==> config.mk <==
export PLATFORM = sky130hd
export DESIGN_NAME = simon_round_sequencer
export DESIGN_NICKNAME = d
export VERILOG_FILES = /design/src/rtl/simon_pkg.sv /design/src/rtl/simon_pattern_mem.sv /design/src/rtl/simon_round_sequencer.sv
export SDC_FILE = /design/constraint.sdc
export NUM_CORES = 1
export LEC_CHECK = 0
export ABC_AREA = 1
export CAP_MARGIN = 0
export CORE_MARGIN = 3
export CORE_UTILIZATION = 60
export CTS_CLUSTER_SIZE = 24
export DETAILED_ROUTE_END_ITERATION = 8
export HOLD_SLACK_MARGIN = 0.1
export PLACE_DENSITY = 0.81
export SLEW_MARGIN = 5
export SYNTH_ARGS = -nofsm -noshare
export SYNTH_HDL_FRONTEND = slang
export SYNTH_SLANG_ARGS = --single-unit
==> constraint.sdc <==
create_clock -name clk -period 2.39 [get_ports clk]
set_input_delay 0.478 -clock clk [delete_from_list [all_inputs] [get_ports clk]]
set_output_delay 0.478 -clock clk [all_outputs]
set_load 0.03 [all_outputs]
==> src/rtl/simon_pkg.sv <==
// Shared colour codes and game states for the colour-memory game.
// Also imported by the display driver.
package simon_pkg;

    localparam logic [2:0] RED    = 3'd0;
    localparam logic [2:0] GREEN  = 3'd1;
    localparam logic [2:0] BLUE   = 3'd2;
    localparam logic [2:0] YELLOW = 3'd3;
    localparam logic [2:0] NULL   = 3'b100;

    typedef enum logic [2:0] {
        IDLE,
        EXTEND,
        GAP,
        SHOW,
        WAIT_IN,
        ROUND_OK,
        LOSE,
        GAME_OVER
    } state_t;

    function automatic logic [2:0] to_disp(input logic [1:0] c);
        return {1'b0, c};
    endfunction

endpackage

==> src/rtl/simon_pattern_mem.sv <==
// Pattern storage: DEPTH x 2-bit registers, synchronous write, combinational read.
// Contents are not reset; the sequencer's len gates every read.
module simon_pattern_mem #(
    parameter int DEPTH = 16,
    parameter int AW    = 4
) (
    input  logic          clk,
    input  logic          wr_en,
    input  logic [AW-1:0] wr_addr,
    input  logic [1:0]    wr_data,
    input  logic [AW-1:0] rd_addr,
    output logic [1:0]    rd_data
);

    logic [1:0] mem [DEPTH];

    always_ff @(posedge clk) begin
        if (wr_en) mem[wr_addr] <= wr_data;
    end

    assign rd_data = (int'(rd_addr) < DEPTH) ? mem[rd_addr] : 2'b00;

endmodule

==> src/rtl/simon_round_sequencer.sv <==
// Colour-memory game controller: extend, play back, collect and check presses.
// Optional SIMON_PRESS_BEEP_EN adds a one-tick buzzer pulse on each correct press.
module simon_round_sequencer
    import simon_pkg::*;
#(
    parameter int MAX_LEN    = 16,
    parameter int SHOW_TICKS = 30,
    parameter int GAP_TICKS  = 10,
    parameter int IN_TICKS   = 250,
    parameter int BUZZ_TICKS = 60
) (
    input  logic                     clk,
    input  logic                     reset,
    input  logic                     tick,
    input  logic                     start,
    input  logic [1:0]               rnd,
    input  logic                     btn_valid,
    input  logic [1:0]               btn_color,
    output logic [2:0]               disp_color,
    output logic                     buzzer,
    output logic [$clog2(MAX_LEN):0] score,
    output logic                     busy,
    output logic                     game_over,
    output logic                     won
);

    localparam int AW   = $clog2(MAX_LEN);
    localparam int LW   = $clog2(MAX_LEN + 1);
    localparam int T1   = (SHOW_TICKS > GAP_TICKS) ? SHOW_TICKS : GAP_TICKS;
    localparam int T2   = (IN_TICKS > BUZZ_TICKS) ? IN_TICKS : BUZZ_TICKS;
    localparam int TMAX = (T1 > T2) ? T1 : T2;
    localparam int TW   = $clog2(TMAX + 1);

    localparam logic [TW-1:0] T_SHOW  = TW'(SHOW_TICKS - 1);
    localparam logic [TW-1:0] T_GAP   = TW'(GAP_TICKS - 1);
    localparam logic [TW-1:0] T_IN    = TW'(IN_TICKS - 1);
    localparam logic [TW-1:0] T_BUZZ  = TW'(BUZZ_TICKS - 1);
    localparam logic [LW-1:0] LEN_MAX = LW'(MAX_LEN);

    state_t        state;
    logic [TW-1:0] timer;
    logic [LW-1:0] len;
    logic [LW-1:0] idx;
    logic          echo;
    logic [1:0]    pat;
    logic          expire;
    logic          press_ok;
    logic          last;

    simon_pattern_mem #(
        .DEPTH (MAX_LEN),
        .AW    (AW)
    ) u_mem (
        .clk     (clk),
        .wr_en   (state == EXTEND),
        .wr_addr (len[AW-1:0]),
        .wr_data (rnd),
        .rd_addr (idx[AW-1:0]),
        .rd_data (pat)
    );

    assign expire   = tick && (timer == '0);
    assign press_ok = (btn_color == pat);
    assign last     = (idx == len - 1'b1);

    always_ff @(posedge clk) begin
        if (reset) begin
            state      <= IDLE;
            timer      <= '0;
            len        <= '0;
            idx        <= '0;
            echo       <= 1'b0;
            disp_color <= NULL;
            buzzer     <= 1'b0;
            score      <= '0;
            busy       <= 1'b0;
            game_over  <= 1'b0;
            won        <= 1'b0;
        end else begin
            // The press echo lasts until the next tick; state actions below override.
            if (echo && tick) begin
                echo       <= 1'b0;
                disp_color <= NULL;
`ifdef SIMON_PRESS_BEEP_EN
                buzzer     <= 1'b0;
`endif
            end
            unique case (state)
                IDLE, GAME_OVER: begin
                    if (start) begin
                        state     <= EXTEND;
                        len       <= '0;
                        score     <= '0;
                        won       <= 1'b0;
                        game_over <= 1'b0;
                        busy      <= 1'b1;
                    end
                end
                EXTEND: begin
                    len   <= len + 1'b1;
                    idx   <= '0;
                    timer <= T_GAP;
                    state <= GAP;
                end
                GAP: begin
                    if (expire) begin
                        if (idx < len) begin
                            state      <= SHOW;
                            timer      <= T_SHOW;
                            disp_color <= to_disp(pat);
                        end else begin
                            state <= WAIT_IN;
                            idx   <= '0;
                            timer <= T_IN;
                        end
                    end else if (tick) begin
                        timer <= timer - 1'b1;
                    end
                end
                SHOW: begin
                    if (expire) begin
                        idx        <= idx + 1'b1;
                        state      <= GAP;
                        timer      <= T_GAP;
                        disp_color <= NULL;
                    end else if (tick) begin
                        timer <= timer - 1'b1;
                    end
                end
                WAIT_IN: begin
                    if (btn_valid && press_ok) begin
                        disp_color <= to_disp(btn_color);
                        echo       <= 1'b1;
`ifdef SIMON_PRESS_BEEP_EN
                        buzzer     <= 1'b1;
`endif
                        timer      <= T_IN;
                        if (last) state <= ROUND_OK;
                        else      idx   <= idx + 1'b1;
                    end else if (btn_valid || expire) begin
                        state  <= LOSE;
                        timer  <= T_BUZZ;
                        buzzer <= 1'b1;
                    end else if (tick) begin
                        timer <= timer - 1'b1;
                    end
                end
                ROUND_OK: begin
                    score <= score + 1'b1;
                    if (len == LEN_MAX) begin
                        state     <= GAME_OVER;
                        won       <= 1'b1;
                        game_over <= 1'b1;
                        busy      <= 1'b0;
                    end else begin
                        state <= EXTEND;
                    end
                end
                LOSE: begin
                    if (expire) begin
                        state     <= GAME_OVER;
                        buzzer    <= 1'b0;
                        game_over <= 1'b1;
                        busy      <= 1'b0;
                        won       <= 1'b0;
                    end else begin
                        buzzer <= 1'b1;
                        if (tick) timer <= timer - 1'b1;
                    end
                end
                default: state <= IDLE;
            endcase
        end
    end

endmodule

==> metrics.txt <==
outcome finished clean; sequential area share after synthesis between 40% and 50%; most frequent CP cell nand2_1; drt pass-1 iters 5; Worst Reg-to-Reg Cells 12; gr ovfl total 0; hpwl dp 6301 um; CP max FO 7; final period demand of the worst path 2.180 ns; Max Fclk 458.8 MHz; Max transition margin 61.38%; cell taking the most area after synthesis edfxtp_1; Ports 21; EDFF count, synth 32; area share of the largest cell type after synthesis 24.47%; crit end category flop; Remaining DRCs 0; largest net degree at the start of global routing 20; Final setup viols 0; antenna-violating nets left 0; total negative setup slack 0 ns; Hold Startpoint busy; Worst-Skew Late Latency 0.35 ns; Slew @ Worst Pin 0.5774 ns; fin cells 600; Cell Area, Synth 0.003928 mm2; # fillers around 490; Reg area approximately 0.0017 mm2; pwr dens about 940 mW/mm2; total CTS buffers 9; met2 GRT Util 38.44%; highest-count cells in the layout ignoring fill and taps nand2_1 (102), inv_1 (49), nor2_1 (48), nand3_1 (46), dfxtp_1 (37); max_cap viols 0; total track usage 24.90%; H-tree Lvls 3; Core Box Area 0.006131 mm2; CTS Buffer Depth 2; synthesized netlist cell count a little under 500; share of flip-flops with an asynchronous set or reset 0%; post-route cell area 0.004415 mm2; Reg clk slew, reported paths 0.08 ns; Synth Warn # 0; Peak VDD IR 622.3 uV; met3 Usage GRT 4.163%; met1 GRT Util about a third; GRT Max-Usage Layer met2; antenna cell count 0; largest cells by area after synthesis edfxtp_1 (24%), dfxtp_1 (19%), nand2_1 (9.7%); reg2reg start len[2]; hold worst-path end busy; Worst Clk Skew 0.007364 ns; worst min path class flop to flop; multi-input combinational cell area 0.001887 mm2; Critical-path top delay cell dfxtp_2; TritonCTS clock tree built; Req. time, crit path about 2.6 ns; nets 542; P_leak roughly 1.8 nW; critical path class flop to flop; worst-path cell chain inv_2 > ha_1 > nand2_1 > inv_1 > o21ai_0 > nand3_1 > nand2_1 > o21ai_0 > a22oi_1 > nand2_1 > inv_1 > a21oi_1; die width a little under 90 um; most common cell after layout, fill and taps aside nand2_1; DIE AREA 0.007552 mm2; # hold bufs at CTS 0; Hold Path Depth 2; max-slew violations 0; CTS Root Cell clkbuf_8; Die Height 86.91 um; syn nets 512; leading register cell type out of synthesis dfxtp_1; Post-DP Area 0.004213 mm2; number of synthesized register bits 70; Final Routed Wirelength 8621 um; RSZ-0062 raised after global routing false; Synth cell types 44; initial antenna violation count 0; I/O Buffers 20; Initial Utilization 64.06%; Vias/cell ~5.7; Final period util about nine tenths; layout cells sized above 1 13.90%; placed cells 584; critical path arrival 2.41 ns; CP delay by family, top compound AO/OA/AOI/OAI gates; drt initial violations 249; slowest stage delay, CP 0.41 ns; wire per inst 14.37 um; clock sink total 70; Mean Syn Cell Area 8.015 um2; # rows 28; Final Wtd Congestion 0.9799; global-route wire length before repair 14690 um; post-layout util 72.02%; RR Endpoint disp_color[1]; Critical Path Source Type flop; WP buf/inv 3; Area growth syn-to-layout 12.42%; Vias 3424; vias in the first global route between 3000 and 4000; Final Hold Viols 0; Total Power around 4.1 mW; R2R setup slack 0.21 ns
==> Yosys cell counts, types with 2 or more instances <==
cell type  count
nand2_1      102
inv_1         49
nor2_1        48
nand3_1       46
dfxtp_1       38
a21oi_1       36
edfxtp_1      32
o21ai_0       20
ha_1          13
inv_2         11
xor2_1        10
nand2_2        9
nand4_1        9
nand3_2        6
nor2_2         5
nor2_4         5
nor3_1         5
o21ai_1        4
xnor2_1        4
buf_6          3
clkbuf_1       3
a211oi_1       2
a21boi_0       2
a21oi_2        2
a22oi_1        2
buf_2          2
buf_4          2
nand2_4        2
o21ai_2        2
o21bai_1       2
==> registers in the layout, indices dropped and copies added (netlist names), named ones only <==
| register | count |
|---|---|
| busy | 1 |
| buzzer | 1 |
| disp_color | 3 |
| echo | 1 |
| game_over | 1 |
| idx | 5 |
| len | 5 |
| score | 5 |
| state | 3 |
| timer | 8 |
| u_mem.mem | 32 |
| won | 1 |
==> how the worst max path moves through the flow <==
stage               startpoint            end  slack, ns  depth (start not counted)
floorplan               len[2]  disp_color[0]       0.53                         13
global placement          tick           flop       0.02                         12
detailed placement        tick           flop      -0.02                         12
CTS                     len[2]  disp_color[1]       0.16                         12
global route            len[2]  disp_color[1]       0.03                         12
finish                  len[2]  disp_color[1]       0.21                         12
==> worst reg2reg max path, cell delays in order, from the launching register on <==
cell and delay, ns:
dfxtp_2 0.41, inv_2 0.08, ha_1 0.31, nand2_1 0.06
inv_1 0.03, o21ai_0 0.23, nand3_1 0.26, nand2_1 0.17
o21ai_0 0.13, a22oi_1 0.18, nand2_1 0.07, inv_1 0.06
a21oi_1 0.07
==> metrics by stage <==
step	hold WS, ns	worst slack, ns
after floorplan	0.4434	0.5343
after global placement	0.4508	0.02034
after detailed placement	0.4550	-0.01617
after CTS	0.4664	0.1582
after global routing	0.4970	0.03255
final	0.4609	0.2105
==> area by class of cell <==
cell class              count  area share (%)
multi-input cells         347           42.73
flip-flops and latches     70           39.02
repair buffers             30           6.234
inverters                  62           5.327
clock buffers              11           3.202
well taps                  75           2.125
clock inverters             5           1.360
==> cell families after synthesis <==
kind of cell	count (synthesis)	share of synthesized area (%)
XOR/XNOR	14	3.122
adder cells (fa/ha/maj)	13	4.142
flip-flops	70	43.84
AO/OA/AOI/OAI	77	11.02
buffers and inverters	73	8.123
AND/OR/NAND/NOR	243	29.75
==> metal layers <==
layer  routed length, um  vias to the layer above
met1                3955                     1609
met5                   0                        -
met3                 598                       12
met4                 142                        0
li1                    -                     1682
met2                3925                      121
==> repair_timing <==
action / in CTS / in global routing
resized for setup: 0 / 1
endpoints found under the hold margin: 0 / 0
setup buffers: 0 / 0
endpoints found under the setup margin: 0 / 2
==> report_power, final <==
| group | internal [mW] | switching [mW] | leakage, nW |
|---|---|---|---|
| Sequential | 1.37 | 0.111 | 0.597 |
| Clock | 0.512 | 0.442 | 0.0995 |
| Combinational | 0.607 | 1.11 | 1.11 |
No activity file was read; power rests on OpenSTA's default activity.
